File: config.mk
export PLATFORM = sky130hd
export DESIGN_NAME = chao_echo_ranger_flat
export DESIGN_NICKNAME = d
export VERILOG_FILES = /design/src/rtl/chao_pkg.sv /design/src/rtl/chao_echo_ranger_if.sv /design/src/rtl/chao_us_tick.sv /design/src/rtl/chao_echo_ranger.sv /design/src/flat_wrapper.sv
export SDC_FILE = /design/constraint.sdc
export NUM_CORES = 1
export LEC_CHECK = 0
export ABC_AREA = 1
export CAP_MARGIN = 10
export CORE_ASPECT_RATIO = 1.1
export CORE_MARGIN = 2
export CORE_UTILIZATION = 45
export CTS_BUF_LIST = sky130_fd_sc_hd__clkbuf_8
export DETAILED_ROUTE_END_ITERATION = 8
export GPL_TIMING_DRIVEN = 0
export PLACE_DENSITY_LB_ADDON = 0.08
export SYNTH_ARGS = -nofsm -noshare
export SYNTH_HDL_FRONTEND = slang
export SYNTH_HIERARCHICAL = 1
export SYNTH_SLANG_ARGS = --single-unit
File: constraint.sdc
create_clock -name Clock -period 2 [get_ports Clock]
set_input_delay 0.3 -clock Clock [delete_from_list [all_inputs] [get_ports Clock]]
set_output_delay 0.3 -clock Clock [all_outputs]
set_load 0.01 [all_outputs]
File: src/rtl/chao_pkg.sv
// Shared types and defaults for the ultrasonic ranging front-end.
package chao_pkg;

  typedef enum logic [1:0] {
    IDLE      = 2'd0,
    TRIG      = 2'd1,
    WAIT_RISE = 2'd2,
    MEASURE   = 2'd3
  } state_t;

  localparam int DIST_W        = 10;
  localparam int MAX_CM_DEF    = 1023;
  localparam int US_PER_CM_DEF = 58;

  // Bits needed to hold any value 0..maxval.
  function automatic int cnt_w(input int maxval);
    return (maxval < 2) ? 1 : $clog2(maxval + 1);
  endfunction

endpackage

File: src/rtl/chao_echo_ranger_if.sv
// Sensor pins and result bus of the echo ranger; master is the ranger side.
interface chao_echo_ranger_if;
  import chao_pkg::*;

  logic              echo;
  logic              trig;
  logic [DIST_W-1:0] dist_cm;
  logic              dist_valid;
  logic              timeout;
  logic              busy;

  modport master (
    input  echo,
    output trig, dist_cm, dist_valid, timeout, busy
  );

  modport slave (
    output echo,
    input  trig, dist_cm, dist_valid, timeout, busy
  );

endinterface

File: src/rtl/chao_us_tick.sv
// Prescaler: one-cycle tick every DIV clocks, phase counted from reset release.
module chao_us_tick #(
  parameter int DIV = 100
) (
  input  logic Clock,
  input  logic Reset_n,
  output logic tick
);

  localparam int CW = (DIV < 2) ? 1 : $clog2(DIV);

  logic [CW-1:0] cnt;

  always_ff @(posedge Clock or negedge Reset_n) begin
    if (!Reset_n) begin
      cnt <= '0;
    end else if (cnt == CW'(DIV - 1)) begin
      cnt <= '0;
    end else begin
      cnt <= cnt + CW'(1);
    end
  end

  assign tick = (cnt == CW'(DIV - 1));

endmodule

File: src/rtl/chao_echo_ranger.sv
// Periodic trigger generator and echo-width timer producing whole-centimetre results.
// Define CHAO_ECHO_DEGLITCH_EN to insert a 4-sample stability filter on the echo input.
module chao_echo_ranger
  import chao_pkg::*;
#(
  parameter int CLK_HZ     = 100_000_000,
  parameter int TRIG_US    = 10,
  parameter int PERIOD_US  = 60000,
  parameter int TIMEOUT_US = 30000,
  parameter int US_PER_CM  = US_PER_CM_DEF,
  parameter int MAX_CM     = MAX_CM_DEF
) (
  input  logic               Clock,
  input  logic               Reset_n,
  chao_echo_ranger_if.master bus
);

  localparam int DIV = CLK_HZ / 1_000_000;
  localparam int PW  = cnt_w(PERIOD_US);
  localparam int TW  = cnt_w(TIMEOUT_US);
  localparam int GW  = cnt_w(TRIG_US);
  localparam int SW  = cnt_w(US_PER_CM);

  function automatic logic [DIST_W-1:0] sat_inc(input logic [DIST_W-1:0] v);
    return (v >= DIST_W'(MAX_CM)) ? DIST_W'(MAX_CM) : v + DIST_W'(1);
  endfunction

  logic              tick;
  logic              echo_p0, echo_p1;
  logic              lvl, lvl_p2;
  logic              rise, fall;

  state_t            state, state_n;
  logic              first_trig;
  logic [PW-1:0]     period_cnt;
  logic [GW-1:0]     trig_cnt;
  logic [TW-1:0]     wait_cnt;
  logic [SW-1:0]     sub_cnt, sub_n;
  logic [DIST_W-1:0] cm_cnt, cm_n;
  logic [DIST_W-1:0] dist_q;
  logic              timeout_q, valid_q;
  logic              good_evt, to_evt;
  logic              period_hit, wait_last;

  chao_us_tick #(.DIV(DIV)) u_tick (
    .Clock   (Clock),
    .Reset_n (Reset_n),
    .tick    (tick)
  );

  // Stage p0/p1: two-flop synchroniser for the asynchronous echo pin
  always_ff @(posedge Clock or negedge Reset_n) begin
    if (!Reset_n) begin
      echo_p0 <= 1'b0;
      echo_p1 <= 1'b0;
    end else begin
      echo_p0 <= bus.echo;
      echo_p1 <= echo_p0;
    end
  end

`ifdef CHAO_ECHO_DEGLITCH_EN
  logic [2:0] hist;
  logic       filt;

  // Level moves only once the current sample and the three before it agree
  always_ff @(posedge Clock or negedge Reset_n) begin
    if (!Reset_n) begin
      hist <= '0;
      filt <= 1'b0;
    end else begin
      hist <= {hist[1:0], echo_p1};
      if ((hist == {3{echo_p1}}) && (filt != echo_p1)) begin
        filt <= echo_p1;
      end
    end
  end

  assign lvl = filt;
`else
  assign lvl = echo_p1;
`endif

  // Stage p2: previous level for edge detection
  always_ff @(posedge Clock or negedge Reset_n) begin
    if (!Reset_n) begin
      lvl_p2 <= 1'b0;
    end else begin
      lvl_p2 <= lvl;
    end
  end

  assign rise = lvl & ~lvl_p2;
  assign fall = ~lvl & lvl_p2;

  assign period_hit = (period_cnt >= PW'(PERIOD_US - 1));
  assign wait_last  = (wait_cnt == TW'(TIMEOUT_US - 1));

  // Distance counters including this cycle's tick, so a fall on a tick sees it counted
  always_comb begin
    sub_n = sub_cnt;
    cm_n  = cm_cnt;
    if (tick) begin
      if (sub_cnt == SW'(US_PER_CM - 1)) begin
        sub_n = '0;
        cm_n  = sat_inc(cm_cnt);
      end else begin
        sub_n = sub_cnt + SW'(1);
      end
    end
  end

  always_comb begin
    state_n  = state;
    good_evt = 1'b0;
    to_evt   = 1'b0;
    case (state)
      IDLE: begin
        if (tick && (first_trig || period_hit)) begin
          state_n = TRIG;
        end
      end
      TRIG: begin
        if (tick && (trig_cnt == GW'(TRIG_US - 1))) begin
          state_n = WAIT_RISE;
        end
      end
      WAIT_RISE: begin
        if (tick && wait_last) begin
          to_evt  = 1'b1;
          state_n = IDLE;
        end else if (rise) begin
          state_n = MEASURE;
        end
      end
      MEASURE: begin
        if (fall) begin
          good_evt = 1'b1;
          state_n  = IDLE;
        end else if (tick && wait_last) begin
          to_evt  = 1'b1;
          state_n = IDLE;
        end
      end
      default: state_n = IDLE;
    endcase
  end

  always_ff @(posedge Clock or negedge Reset_n) begin
    if (!Reset_n) begin
      state <= IDLE;
    end else begin
      state <= state_n;
    end
  end

  always_ff @(posedge Clock or negedge Reset_n) begin
    if (!Reset_n) begin
      first_trig <= 1'b1;
      period_cnt <= '0;
      trig_cnt   <= '0;
    end else if ((state == IDLE) && (state_n == TRIG)) begin
      first_trig <= 1'b0;
      period_cnt <= '0;
      trig_cnt   <= '0;
    end else if (tick) begin
      // Saturating period timer keeps a late trigger pending rather than lost
      if (period_cnt < PW'(PERIOD_US)) begin
        period_cnt <= period_cnt + PW'(1);
      end
      if (state == TRIG) begin
        trig_cnt <= trig_cnt + GW'(1);
      end
    end
  end

  always_ff @(posedge Clock or negedge Reset_n) begin
    if (!Reset_n) begin
      wait_cnt <= '0;
      sub_cnt  <= '0;
      cm_cnt   <= '0;
    end else if ((state == TRIG) && (state_n == WAIT_RISE)) begin
      wait_cnt <= '0;
    end else if ((state == WAIT_RISE) && (state_n == MEASURE)) begin
      wait_cnt <= '0;
      sub_cnt  <= '0;
      cm_cnt   <= '0;
    end else begin
      if (tick && ((state == WAIT_RISE) || (state == MEASURE))) begin
        wait_cnt <= wait_cnt + TW'(1);
      end
      if (state == MEASURE) begin
        sub_cnt <= sub_n;
        cm_cnt  <= cm_n;
      end
    end
  end

  always_ff @(posedge Clock or negedge Reset_n) begin
    if (!Reset_n) begin
      dist_q    <= '0;
      timeout_q <= 1'b0;
      valid_q   <= 1'b0;
    end else begin
      valid_q <= good_evt | to_evt;
      if (good_evt) begin
        dist_q    <= cm_n;
        timeout_q <= 1'b0;
      end else if (to_evt) begin
        dist_q    <= DIST_W'(MAX_CM);
        timeout_q <= 1'b1;
      end
    end
  end

  assign bus.trig       = (state == TRIG);
  assign bus.busy       = (state != IDLE);
  assign bus.dist_cm    = dist_q;
  assign bus.dist_valid = valid_q;
  assign bus.timeout    = timeout_q;

endmodule
File: src/flat_wrapper.sv
// flat-port wrapper written by rule: the top's interface ports become plain ports
module chao_echo_ranger_flat import chao_pkg::*;
#(
  parameter int CLK_HZ     = 100_000_000,
  parameter int TRIG_US    = 10,
  parameter int PERIOD_US  = 60000,
  parameter int TIMEOUT_US = 30000,
  parameter int US_PER_CM  = US_PER_CM_DEF,
  parameter int MAX_CM     = MAX_CM_DEF
)
  (Clock, Reset_n, bus_echo, bus_trig, bus_dist_cm, bus_dist_valid, bus_timeout, bus_busy);
  chao_echo_ranger_if bus_i ();
  input  logic Clock;
  input  logic Reset_n;
  input wire logic [$bits(bus_i.echo)-1:0] bus_echo;
  output wire logic [$bits(bus_i.trig)-1:0] bus_trig;
  output wire logic [$bits(bus_i.dist_cm)-1:0] bus_dist_cm;
  output wire logic [$bits(bus_i.dist_valid)-1:0] bus_dist_valid;
  output wire logic [$bits(bus_i.timeout)-1:0] bus_timeout;
  output wire logic [$bits(bus_i.busy)-1:0] bus_busy;
  assign bus_i.echo = bus_echo;
  assign bus_trig = bus_i.trig;
  assign bus_dist_cm = bus_i.dist_cm;
  assign bus_dist_valid = bus_i.dist_valid;
  assign bus_timeout = bus_i.timeout;
  assign bus_busy = bus_i.busy;
  chao_echo_ranger #(.CLK_HZ(CLK_HZ), .TRIG_US(TRIG_US), .PERIOD_US(PERIOD_US), .TIMEOUT_US(TIMEOUT_US), .US_PER_CM(US_PER_CM), .MAX_CM(MAX_CM)) u_core (.Clock(Clock), .Reset_n(Reset_n), .bus(bus_i));
endmodule
Yosys cells after proc, flatten, opt, wreduce, memory -nomap -nowiden --
Index checks and enable logic that the tools add are counted.
Storage, ports and cells: flip-flop bits (word level) 76, bits of input ports 3, output and inout port bits 14, logic and storage cells 96
Operators by class: add/subtract/negate cells 6, $lt $le $gt $ge 3, equal/unequal tests 10, mux-type cells 35, bitwise gates (word level) 6, reduce and logical (&&, ||, !) cells 22
Operator list (count):
- $mux W10 | 7
- $mux W16 | 3
- $mux W15 | 3
- $mux W6 | 4
- $add A16 B1 Y16 const B | 1
- $ge A16 B16 Y1 const B | 1
- $lt A16 B16 Y1 const B | 1
- $add A15 B1 Y15 const B | 1
- $eq A15 B15 Y1 const B | 1
- $reduce_bool A2 Y1 | 7
- $mux W2 | 6
- $mux W4 | 3
- $add A10 B1 Y10 const B | 1
- $ge A10 B10 Y1 const B | 1
- $eq A2 B2 Y1 const B | 4
- $pmux W2 S4 | 1
- $add A7 B1 Y7 const B | 1
- $eq A7 B7 Y1 const B | 1
- $logic_and A1 B1 Y1 | 7
- $mux W7 | 1
- $add A6 B1 Y6 const B | 1
- $eq A6 B6 Y1 const B | 1
- $mux W1 | 6
- $reduce_and A2 Y1 | 3
- 11 further kinds | 16

Depth between registers and ports, before layout --
depth after elaboration 9, mapped depth 12

Hierarchy --
The synthesis kept the hierarchy.
Modules (own cells, without submodules):
- chao_echo_ranger | instances 1, cells an instance 552, area each 4185.3 um2
- chao_us_tick | instances 1, cells an instance 42, area each 361.6 um2

Worst setup path after synthesis --
No wires, ideal clock.
kind reg2reg, start point register u_core.u_tick.cnt[0], end point register u_core.dist_q[4] (netlist: u_core/bus.dist_cm[4]), arrival time 1698 ps, slack 183 ps, cell stages (with the launch flop) 11, period minus slack after synthesis 1817 ps, cell sequence dfrtp_1 ha_1 nand2_1 nor2_2 inv_1 nor3_4 nand2_1 nand2_1 nand3_1 o22ai_1 inv_1
Between the ends: word-level cells in the longest chain between the ends 6, elaborated cells on any way between the ends 8
RTL lines:
- start: declaration | line chao_us_tick.sv:12 | logic [CW-1:0] cnt;
- start signal: assignment | line chao_us_tick.sv:20 | cnt <= cnt + CW'(1);
- $eq A7 B7 Y1 * | line chao_us_tick.sv:24 | assign tick = (cnt == CW'(DIV - 1));
- via u_core.tick | line chao_echo_ranger.sv:28 | logic tick;
- $logic_and A1 B1 Y1 | line chao_echo_ranger.sv:129, chao_echo_ranger.sv:140
- $mux W1 | line chao_echo_ranger.sv:129, chao_echo_ranger.sv:140
- $mux W1 | line chao_echo_ranger.sv:137 | if (fall) begin
- $pmux W1 S2 | line chao_echo_ranger.sv:117 | case (state)
- $reduce_bool A2 Y1 (no source line)
- end signal: assignment | line chao_echo_ranger.sv:207 | dist_q <= cm_n;
- end signal: assignment | line chao_echo_ranger.sv:210 | dist_q <= DIST_W'(MAX_CM);
- end: declaration | line chao_echo_ranger.sv:40 | logic [DIST_W-1:0] dist_q;
Mark *: on every way through the listed nets, which the timed path passes. The rest lies on a longest branch. A chain may end at the register's enable or synchronous reset.

Final worst setup path --
start point register u_core.u_tick.cnt[3], end point register u_core.dist_q[4] (netlist: u_core/bus.dist_cm[4])
Same word-level chain as after synthesis.

==> metrics.txt <==
PortBufs=16; fin. max-slew vios=0; synth top area cells=dfrtp_1 41%, nand2_1 11%, inv_1 6.5%; final core utilization=53.7%; Iter 0 DRT Violations=210; Synth Area in Adders=2.20%; CP Capture Type=flip-flop; Hold Crit Class=flip-flop to flip-flop; hold wc startpoint=u_core/echo_p0$_DFF_PN0_; Worst Setup SP=u_core/u_tick/cnt[3]$_DFF_PN0_; total power=2.66 mW; TritonCTS clock tree=done; Worst Setup Path Type=flip-flop to flip-flop; final hold vios=0; Non-Filler Instances=765; post-synth top area share=approximately two fifths; Worst Clk Skew=between 0.01 and 0.015 ns; Pleak=2.60 nW; RR Endpoint=u_core/bus.dist_cm[4]$_DFFE_PN0P_; VDD IR max=roughly 0.33 mV; Hold Path Cell Cnt=0; vias in the first global route=3,650; chip width=between 90 and 100 µm; Slew Limit Headroom=68.2%; Tmin final=approximately 1.9 ns; Fmax=515 MHz; fill cell count=963; post-synthesis sequential area ratio=about two fifths; IO Count=17; Post-Syn Area per Cell=7.65 µm²; worst hold slack=between 0.3 and 0.4 ns; CP max FO=5; CTS Sinks=76; Cell variety after synth=42; first-pass GRT wire length=17,100 µm; Avg Vias per Cell=5.10; detailed placement HPWL=7090 µm; Routed Antenna Nets=0; Vert. Die Dim=109 µm; Data arrival, critical path=2.19 ns; H-tree depth=3; r2r setup slk=a little under 0.06 ns; Worst EP required=2.25 ns; core area=0.00984 mm²; fin nets=roughly 650; maxcap violations=0; YS warnings=6; deepest clock path buffer count=2; worst slew pin tran=0.477 ns; synthesized flop and latch total=76; layout cells sized above 1=16.3%; area of the multi-input gates=0.00230 mm²; Via Count=slightly below 4,000; status=complete, no violations; largest area contributor in the netlist=dfrtp_1; Detailed Routing Iterations Pass 1=4; Remaining DRCs=0; WL/cell=between 10 and 15 µm; GRT Util Overall=19.7%; detailed-route wire length=between 10,000 and 15,000 µm; GP Congestion=0.861; post-synthesis compound-gate area fraction=under 10%; worst setup path end=u_core/bus.dist_cm[4]$_DFFE_PN0P_; simple logic cell fraction of the synthesized area=38.3%; Die Area=0.0109 mm²; diode count=0; R2R depth=11; Cells after DPL=731; Clk pin slew, worst setup/hold paths=0.08 ns; post-route cell area=0.00529 mm²; syn_nets=605; Mapped Cells=between 500 and 600; reg2reg start=u_core/u_tick/cnt[3]$_DFF_PN0_; CTS Buf Count=9; register area=0.00191 mm²; Skew-Pair Late Insertion Delay=0.36 ns; std cell rows=38; initial antenna violation count=0; area grow syn2layout=16.2%; # setup viols final=0; root buffer cell=clkbuf_8; Syn Std Cell Area=around 0.0045 mm²; maximum number of pins on one net before global-route repair=43; starting density of the core=46.2%; Startpoint Class=flip-flop; total congestion overflow=0; Post-Synth XOR/XNOR Area=3.47%; multiplexer share of the synthesized area=0%; dpl cell area=around 0.0049 mm²; PD cells=a little over 500 mW/mm²; fin crit share=97.1%; largest family of logic cells by synthesized area=simple AND/OR/NAND/NOR gates
cell type report:
cell class	count	share of cell area, %
clock buffer	11	2.86
sequential	76	36.1
multi-input combinational	421	43.5
clock inverter	5	0.521
tap	120	2.84
timing repair buffer	35	6.37
inverter	87	6.25
buffer	10	1.61
cells in the final DEF (no fill, tap or decap), types with 4 or more instances in the layout:
cell	netlist	routed
dfrtp_1	75	72
nand2_2	8	9
xor2_1	13	13
nor2_1	75	74
o21ai_1	3	4
nor2_2	8	8
inv_2	8	8
buf_6	3	4
buf_2	3	5
nand3_2	2	4
nand2_1	133	131
ha_1	8	7
nand3_1	50	48
o21ai_0	29	28
nand4_1	34	34
xnor2_1	5	5
nor3_2	6	7
inv_1	79	79
nor3_1	13	12
buf_4	2	16
nor2_4	4	5
clkdlybuf4s50_1	0	15
a21oi_1	4	4
clkbuf_8	0	11
repair_timing:
| item | in CTS | in global routing |
|---|---|---|
| resized for setup | 10 | 11 |
| gates cloned | 0 | 1 |
| pin swaps | 3 | 8 |
| setup endpoints to repair | 52 | 48 |
| endpoints found under the hold margin | 34 | 0 |
| hold buffers | 1 | 0 |
| buffers inserted | 4 | 12 |
registers in the layout, indices dropped and copies added (netlist names), 2 cells and up:
| register | flops |
|---|---|
| u_core/bus.dist_cm | 10 |
| u_core/cm_cnt | 10 |
| u_core/period_cnt | 16 |
| u_core/state | 2 |
| u_core/sub_cnt | 6 |
| u_core/trig_cnt | 4 |
| u_core/u_tick/cnt | 7 |
| u_core/wait_cnt | 15 |
power by group:
| part | leakage, nW | internal (mW) | switching [mW] |
|---|---|---|---|
| sequential | 1.03 | 1.54 | 0.00175 |
| clock | 0.100 | 0.510 | 0.570 |
| combinational | 1.47 | 0.0104 | 0.0344 |
| total | 2.60 | 2.06 | 0.606 |
routing by layer:
layer / track usage, % / wire (µm)
met2: 32.3 / 4740
met5: 0 / 0
met4: 7.53 / 142
met1: 26.2 / 4970
met3: 3.69 / 312
how the worst min path moves through the flow:
stage,endpoint
6_report,u_core/echo_p1$_DFF_PN0_
5_1_grt,u_core/echo_p1$_DFF_PN0_
4_1_cts,u_core/echo_p1$_DFF_PN0_
3_5_place_dp,u_core/trig_cnt[1]$_DFFE_PN0P_
3_3_place_gp,u_core/echo_p1$_DFF_PN0_
2_1_floorplan,u_core/bus.dist_cm[0]$_DFFE_PN0P_
stage by stage:
step / setup slack [ns] / TNS [ns]
floorplan: 0.183 / 0
global placement: -2.26 / -175.99
detailed placement: -0.234 / -7.16
CTS: 0.00325 / 0
global route: -0.0403 / -0.303
finish: 0.0587 / 0
Yosys cell counts (all sizes together):
cell type,count
o22ai,3
xnor2,5
nor3b,1
buf,9
a21oi,5
nor2,89
nor4,1
or4,1
nand4,37
o211ai,2
nor3,20
o21ai,33
dfstp,1
dfrtp,75
nand3b,3
o31ai,1
inv,87
nand3,53
ha,8
xor2,13
or2,2
nand2,143
o21bai,1
clkbuf,1
cell families after synthesis:
logic type / after synthesis
AOI/OAI and AO/OA: 45
and+or+nand+nor: 350
xor gates and xnor gates: 18
DFF: 76
adders and majority gates: 8
buffers and inverters: 97
critical path, cell delays in order (launching register included):
cell and delay [ns]:
dfrtp_2 0.43, nor2_1 0.14, nand2_2 0.08, nor2_4 0.17
clkinvlp_4 0.17, nor3_4 0.23, buf_6 0.14, nand2_1 0.05
nand2_1 0.09, nand3_2 0.11, o22ai_2 0.17, inv_1 0.05
No activity file was read; power rests on OpenSTA's default activity.
